===== src/rtl/mem_arbiter.sv =====
// mem_arbiter: grants the single-ported RAM to either the icache or the dcache.
// Data side wins ties, except that an instruction fetch waiting behind
// STARVE_LIMIT consecutive data grants is served next. A grant is held until
// the RAM reports ACCESS or the granted requester drops its request.
module mem_arbiter #(
  parameter int STARVE_LIMIT = 4
) (
  input  logic        CLK,
  input  logic        nRST,
  // icache side
  input  logic        iREN,
  input  logic [31:0] iaddr,
  output logic        iwait,
  output logic [31:0] iload,
  // dcache side
  input  logic        dREN,
  input  logic        dWEN,
  input  logic [31:0] daddr,
  input  logic [31:0] dstore,
  output logic        dwait,
  output logic [31:0] dload,
  // RAM side
  output logic        ramREN,
  output logic        ramWEN,
  output logic [31:0] ramaddr,
  output logic [31:0] ramstore,
  input  logic [31:0] ramload,
  input  logic [1:0]  ramstate,
  output logic        err
);

  localparam int SW = $clog2(STARVE_LIMIT + 1);
  localparam logic [SW-1:0] LIMIT = SW'(STARVE_LIMIT);

  localparam logic [1:0] RS_ACCESS = 2'd2;
  localparam logic [1:0] RS_ERROR  = 2'd3;

  typedef enum logic [1:0] {IDLE, IGNT, DGNT} state_t;

  typedef struct packed {
    logic        ren;
    logic        wen;
    logic [31:0] addr;
    logic [31:0] store;
  } ram_req_t;

  state_t          state;
  logic [SW-1:0]   scnt;
  logic            dreq;
  logic            acc;
  ram_req_t        req;

  assign dreq = dREN | dWEN;
  assign acc  = (ramstate == RS_ACCESS);

  // Load data is passed straight through; requesters only look while wait is 0.
  assign iload = ramload;
  assign dload = ramload;

  assign ramREN   = req.ren;
  assign ramWEN   = req.wen;
  assign ramaddr  = req.addr;
  assign ramstore = req.store;

  // RAM strobes and wait pulses follow the grant state and the live request,
  // so a dropped request releases the RAM in the same cycle and reset clears
  // everything asynchronously through the state register.
  always_comb begin
    req   = '0;
    iwait = 1'b1;
    dwait = 1'b1;
    case (state)
      IGNT: begin
        req.ren  = iREN;
        req.addr = iaddr;
        iwait    = !(iREN && acc);
      end
      DGNT: begin
        // dREN together with dWEN is treated as a write
        req.wen   = dWEN;
        req.ren   = dREN & ~dWEN;
        req.addr  = daddr;
        req.store = dstore;
        dwait     = !(dreq && acc);
      end
      default: ;
    endcase
  end

  // Grant FSM, starvation counter and sticky error flag.
  always_ff @(posedge CLK or negedge nRST) begin
    if (!nRST) begin
      state <= IDLE;
      scnt  <= '0;
      err   <= 1'b0;
    end else begin
      case (state)
        IDLE: begin
          if (dreq && !(iREN && scnt == LIMIT)) begin
            state <= DGNT;
            // only reached with iREN high while scnt < LIMIT, so no overflow
            scnt  <= iREN ? scnt + 1'b1 : '0;
          end else if (iREN) begin
            state <= IGNT;
            scnt  <= '0;
          end
        end
        IGNT: begin
          if (ramstate == RS_ERROR) err <= 1'b1;
          if (!iREN || acc) state <= IDLE;
        end
        DGNT: begin
          if (ramstate == RS_ERROR || (dREN && dWEN)) err <= 1'b1;
          if (!dreq || acc) state <= IDLE;
        end
        default: state <= IDLE;
      endcase
    end
  end

endmodule

===== config.mk =====
export PLATFORM = sky130hd
export DESIGN_NAME = mem_arbiter
export DESIGN_NICKNAME = d
export VERILOG_FILES = /design/src/rtl/mem_arbiter.sv
export SDC_FILE = /design/constraint.sdc
export NUM_CORES = 1
export LEC_CHECK = 0
export ABC_AREA = 1
export BUFFER_PORTS_ARGS = -buffer_cell sky130_fd_sc_hd__buf_2
export CORE_AREA = 2 2 103 105
export CTS_CLUSTER_SIZE = 14
export DETAILED_ROUTE_END_ITERATION = 8
export DIE_AREA = 0 0 105 107
export SETUP_SLACK_MARGIN = 0.05
export SYNTH_ARGS = -nofsm -noshare
export SYNTH_HDL_FRONTEND = slang
export SYNTH_SLANG_ARGS = --single-unit

===== constraint.sdc =====
create_clock -name CLK -period 2.1 [get_ports CLK]
set_input_delay 0.42 -clock CLK [delete_from_list [all_inputs] [get_ports CLK]]
set_output_delay 0.42 -clock CLK [all_outputs]
set_load 0.05 [all_outputs]

## Word-level counts from Yosys, hierarchy flattened

Cells that the tools add are included.
Widths: inputs -> output; s select.

- Add/subtract/negate cells: 1
- $mul: 0
- Div/mod/pow operators: 0
- Order comparisons: 0
- Equality and inequality tests: 10
- Shift operators: 0
- Muxes and demuxes: 17
- Bitwise gates (word level): 3
- Reduce and logical (&&, ||, !) cells: 19

Operator list:

| operator | count |
|---|---|
| $pmux 32 s2 | 1 |
| $mux 32 | 1 |
| $mux 3 | 3 |
| $mux 2 | 4 |
| $ne 2x2->1 const B | 4 |
| $eq 2x2->1 const B | 3 |
| $pmux 2 s3 | 1 |
| $reduce_and 3->1 | 2 |
| $logic_and 1x1->1 | 5 |
| $logic_not 1->1 | 5 |
| $mux 1 | 5 |
| $pmux 1 s2 | 2 |
| $reduce_bool 2->1 | 2 |
| $add 3x1->3 const B | 1 |
| $eq 3x3->1 const B | 1 |
| $logic_or 1x1->1 | 3 |
| $ne 3x3->1 const B | 1 |
| $eq 2x1->1 const B | 1 |
| $logic_not 2->1 | 1 |
| $reduce_and 2->1 | 1 |
| $and 1x1->1 | 1 |
| $not 1->1 | 1 |
| $or 1x1->1 | 1 |

- Flip-flop bits (word level): 6
- Latch bits: 0
- Memory bits (writable): 0
- ROM bits: 0
- Input bits: 135
- Logic and storage cells: 53
- Memories: 0

## Depth between registers and ports, before layout

Gate-level depths: netlist of run 1.

- Depth after elaboration: 6
- Mapped depth: 8

## Worst setup path after synthesis of run 1

OpenSTA, ideal clock, no wires.

- Path type: reg2out
- Start: reg state[0]
- End: out ramaddr[0]
- Arrival: 1742 ps
- Required time: 1680 ps
- Slack: -62 ps
- Stages on the path, launching flop included: 7
- Cells stage by stage: dfrtp_1 -> inv_1 -> ha_1 -> buf_2 -> buf_2 -> nand2_1 -> a21oi_1

- Cells in the longest elaborated chain, start to end: 2
- Elaborated cells between the ends (all ways): 3
- Classes of those cells: eq/ne: 2; mux: 1

Ends and longest elaborated chain:

| element | RTL line | text |
|---|---|---|
| start, declared | 47 | `state_t state;` |
| start signal, assigned | 93 | `state <= IDLE;` |
| start signal, assigned | 100 | `state <= DGNT;` |
| start signal, assigned | 104 | `state <= IGNT;` |
| $eq 2x2->1 / $eq 2x1->1 (equally long branches) | 72 | `case (state)` |
| $pmux 32 s2 * | 72 |  |
| end, declared | 25 | `output logic [31:0] ramaddr,` |

Mark *: on every way between the ends. The rest lies on a longest branch, timed or not.

## Worst setup path in the final report of run 1

- Start: reg state[1]
- End: out ramaddr[15]

The elaborated chain is that of the path after synthesis.

==> impl_metrics.ini, run 1 <==
[status]
status = complete, no violations

[drt]
drt-initial-drc-count = 71
first_pass_iters = 4
wire_per_inst_um = 13.9
ant_nets = 0
drt-total-wl_um = 7730
drc_errors = 0
num_vias = 2195
via_per_inst = 3.95

[finish]
drive_gt1_share_pct = 52.3
nets = 562
n_antenna_cell = 0
fillCellCount = 1203
final_common_cell = buf_2
final_core_utilization_pct = 25.9
final_cell_mix = buf_2, nand2_1, inv_1
area_delta_synth_final_pct = 51.2

[timing]
timing.hold.ws_ps = 18.6
clock_skew_ps = 2.56
fin_crit_sh_pct = 95.6
max_slew_margin_pct = 81.8
setup-violations-final = 0
tightest_slew_ps = 275
fmax_mhz = 498
min_period_ps = 2010
grt_setup_unrepaired = yes
slew_violations = 0
hold_viol = 0

[synthesis]
yosysTopAreaCell = buf_4
netlist_area_mm2 = 0.00173
synthTopCellsByArea = buf_4, nand2_1, a21oi_1
ys.warnings.count = 0
synth_seq_cells = 6
seq_area_frac_synth_pct = 8.68
syn_area_per_cell_um2 = 5.54
synth.top_cell.area_share_pct = 30.4
synthDistinctLibCells = 20
syn-instance-count = 312
syn_nets = 453

[place]
routabilityCongestion = 0.778
port_buffers = 171
hpwl_um = 5560

[floorplan]
dieArea_mm2 = 0.0112
core_mm2 = 0.0101
fp.dieH_um = 107
ios = 268
start_util_pct = 17.1
core.rowCount = 37
die_w_um = 105

[job]
drv_cap = 0

[worst_setup_path]
ff2ff_path_depth = 8
cp-start-kind = flip-flop
worstPathRequired_ps = 1680
endpoint_kind = output port
cp.arrival_ps = 1590
worst-path-max-fanout = 8
path_class = flip-flop to output port

[clocking]
clockRootBuffer = clkbuf_8
cts.clk_slew.worst_paths_ps = 40
clk_latency_ps = 220
htree_levels = 1
cts_buffers = 3
cts_tree = built
clock_path_buffers = 2
cts_sinks = 6

[global_routing]
antenna_found_initial = 1
grt_usage_pct = 11.1
grt_pass1_wl_um = 10200
grt_pass1_vias = 2023
grt_max_degree = 41
grt_overflow_total = 0

[power]
p_per_area_mw_per_mm2 = 1520
peakVddDrop_v = 0.000647
power_leakage_nw = 1.59
power_mw = 3.98

[worst_hold_path]
hold_path_class = input port to async pin
[worst max-delay path: stages (launching register included)]
cell       delay [ps]
dfrtp_1           370
buf_4             130
ha_4              220
clkbuf_16         190
nand2_1            50
a21oi_1           140
clkbuf_4          250
[per-stage QoR]
step | worst slack, ps | setup TNS [ps] | instances | instance area (um2)
2_1_floorplan | -61.9 | -1470 | 312 | 1760
3_3_place_gp | 272 | 0 | 544 | 2290
3_5_place_dp | 234 | 0 | 544 | 2290
4_1_cts | 34.1 | 0 | 547 | 2360
5_1_grt | -3.00 | -3.00 | 555 | 2610
6_report | 92.3 | 0 | 555 | 2610
[worst paths after layout]
| path | slack [ps] | start | endpoint |
|---|---|---|---|
| max reg2reg | 720 | state[1]$_DFFE_PN0P_ | state[0]$_DFFE_PN0P_ |
| max | 90 | state[1]$_DFFE_PN0P_ | ramaddr[15] |
| min in group CLK | 470 | ramstate[1] | err$_DFFE_PN0P_ |
| min reg2reg | 480 | err$_DFFE_PN0P_ | err$_DFFE_PN0P_ |
| max in group asynchronous | 1920 | nRST | state[0]$_DFFE_PN0P_ |
| min | 20 | nRST | scnt[0]$_DFFE_PN0P_ |
[cell usage after synthesis]
library cell    n
o21ai_1         1
nand3_1        11
buf_1           2
buf_2           6
o21ai_2         1
o21ai_0         3
nand2_1       114
clkinv_2        1
a21oi_1        34
a21oi_4         1
nor2_1          3
inv_2           3
nor2_2          1
buf_6           2
inv_1          43
nand2_2         3
ha_1            6
buf_4          70
inv_4           1
dfrtp_1         6
[sequential cells by signal (all words and copies together), names as in the netlist]
register and cells:
err 1, scnt 3, state 2
[power breakdown]
group	switching [mW]	leakage (nW)	total [mW]	internal [mW]
combinational	2.50	1.49	3.63	1.13
clock	0.0493	0.0216	0.172	0.123
sequential	0.0262	0.0733	0.175	0.149
[cell type report]
class	count	area, um2	share of cell area [%]
tap	136	170	6.51
clock buffer	3	41.3	1.58
inverter	48	184	7.04
sequential	6	151	5.79
multi-input combinational	178	891	34.1
timing repair buffer	184	1180	45.0
[kinds of logic after synthesis]
family | Yosys count | synth area share (%)
AND/OR/NAND/NOR | 132 | 30.0
AO/OA/AOI/OAI | 40 | 12.4
flip-flops | 6 | 8.68
adder cells (fa/ha/maj) | 6 | 4.34
buffers and inverters | 128 | 44.5
[timing repair]
action,4_1_cts,5_1_grt
setup endpoints to repair,11,59
cloned,0,6
hold buffers,0,0
pin swaps,0,1
resized for setup,11,57
buffers inserted,0,2
[metal layers]
layer  vias up  GRT usage, %  wire (um)
met4         2          3.24        170
met5         -             0         13
li1       1083             -          -
met1       955          13.2       3060
met3        23          2.80        596
met2       132          19.8       3890
(Power assumes the default switching activity.)
==> run 2: changes to the inputs <==
--- a/config.mk
+++ b/config.mk
@@ -11,6 +11,7 @@
 export CTS_CLUSTER_SIZE = 14
 export DETAILED_ROUTE_END_ITERATION = 8
 export DIE_AREA = 0 0 105 107
+export RECOVER_POWER = 50
 export SETUP_SLACK_MARGIN = 0.05
 export SYNTH_ARGS = -nofsm -noshare
 export SYNTH_HDL_FRONTEND = slang
==> impl_metrics.ini, run 2 (same netlist as run 1, synthesis figures left out) <==
[clocking]
cts_buffers = 3
hold_buffers = 0
clockRootBuffer = clkbuf_8
cts_tree = built
htree_levels = 1
clock_path_buffers = 2
clk_latency_ps = 220
cts_sinks = 6
cts.clk_slew.worst_paths_ps = 40

[finish]
final_cell_mix = buf_2, nand2_1, inv_1
top_regs = scnt: 3 flops, state: 2 flops, err: 1 flops
drive_gt1_share_pct = 51.6
nets = 562
final_core_utilization_pct = 25.8
largest_register = scnt
largest_reg_flops = 3
area_delta_synth_final_pct = 50.4
final_common_cell = buf_2
n_antenna_cell = 0

[timing]
fin_crit_sh_pct = 95.6
fmax_mhz = 498
grt_setup_unrepaired = yes
hold_viol = 0
slew_violations = 0
max_slew_margin_pct = 59.6
finalSetupTns_ps = 0
clock_skew_ps = 2.02
tightest_slew_ps = 608
min_period_ps = 2010
setup-violations-final = 0
timing.hold.ws_ps = 73.5

[place]
routabilityCongestion = 0.778
hpwl_um = 5560
port_buffers = 171

[power]
p_per_area_mw_per_mm2 = 1520
power_mw = 3.96
power_leakage_nw = 1.58
peakVddDrop_v = 0.000645

[floorplan]
dieArea_mm2 = 0.0112
die_w_um = 105
core.rowCount = 37
fp.dieH_um = 107
core_mm2 = 0.0101
ios = 268
start_util_pct = 17.1

[drt]
first_pass_iters = 4
ant_nets = 0
drt-initial-drc-count = 69
drc_errors = 0
drt-total-wl_um = 7710
num_vias = 2197
via_per_inst = 3.96
wire_per_inst_um = 13.9

[job]
drv_cap = 0

[worst_setup_path]
ff2ff_path_depth = 7
cp.arrival_ps = 1590
endpoint_kind = output port
cp-start-kind = flip-flop
reg2reg_from = state[0]$_DFFE_PN0P_
r2r_end = scnt[1]$_DFFE_PN0P_
path_class = flip-flop to output port
worstPathRequired_ps = 1680
r2r_slack_ps = 630
worst-path-max-fanout = 8

[global_routing]
grt_pass1_wl_um = 10200
grt_overflow_total = 0
grt_usage_pct = 11.1
grt_max_degree = 41
antenna_found_initial = 1
grt_pass1_vias = 2023

[status]
status = complete, no violations

[worst_hold_path]
hold_path_class = input port to async pin
[run 2: cell types whose count changed in the layout (fill, tap and decap cells not counted), sizes merged]
cell    previous run  this run
buf              173       171
clkbuf            14        16
[run 2: worst max-delay path by stage]
stage,start,to,slack (ps),depth (start not counted)
5_1_grt,state[1]$_DFFE_PN0P_,ramaddr[15],-3,6
2_1_floorplan,state[0]$_DFFE_PN0P_,ramaddr[14],-60,6
3_5_place_dp,state[0]$_DFFE_PN0P_,ramREN,230,6
6_report,state[1]$_DFFE_PN0P_,ramaddr[15],90,6
3_3_place_gp,state[0]$_DFFE_PN0P_,ramaddr[30],270,6
4_1_cts,state[0]$_DFFE_PN0P_,ramREN,30,6
[run 2: power breakdown]
part           total, mW  switching [mW]  internal (mW)
Sequential         0.175          0.0262          0.149
Combinational       3.62            2.49           1.13
Clock              0.172          0.0489          0.123
[run 2: worst max-delay path: stages (launching register included)]
cell       delay, ps
dfrtp_1          370
buf_4            130
ha_4             220
clkbuf_16        190
nand2_1           50
a21oi_1          140
clkbuf_4         250
[run 2: per-stage QoR]
step,instance area [um2],setup slack [ps],instances
floorplan,1760,-61.9,312
global placement,2290,272,544
detailed placement,2290,234,544
CTS,2360,34.1,547
global route,2600,-3.00,555
finish,2600,92.2,555
[run 2: per-layer routing]
layer	vias up	track usage, %	share of wire [%]
met2	130	19.8	51
met4	2	3.24	2.2
met5	-	0	0.17
li1	1084	-	-
met3	23	2.80	7.4
met1	958	13.2	40
[run 2: final cells by class]
class	instances	area, um2
clock buffer	3	41.3
fill	1207	7490
inverter	48	184
multi-input combinational	178	880
sequential	6	151
tap	136	170
timing repair buffer	184	1170
[run 2: what timing repair did]
action / 4_1_cts / 5_1_grt
endpoints found under the setup margin: 11 / 59
buffers inserted: 0 / 2
gates cloned: 0 / 6
pin swaps: 0 / 1
gates resized for setup: 11 / 57
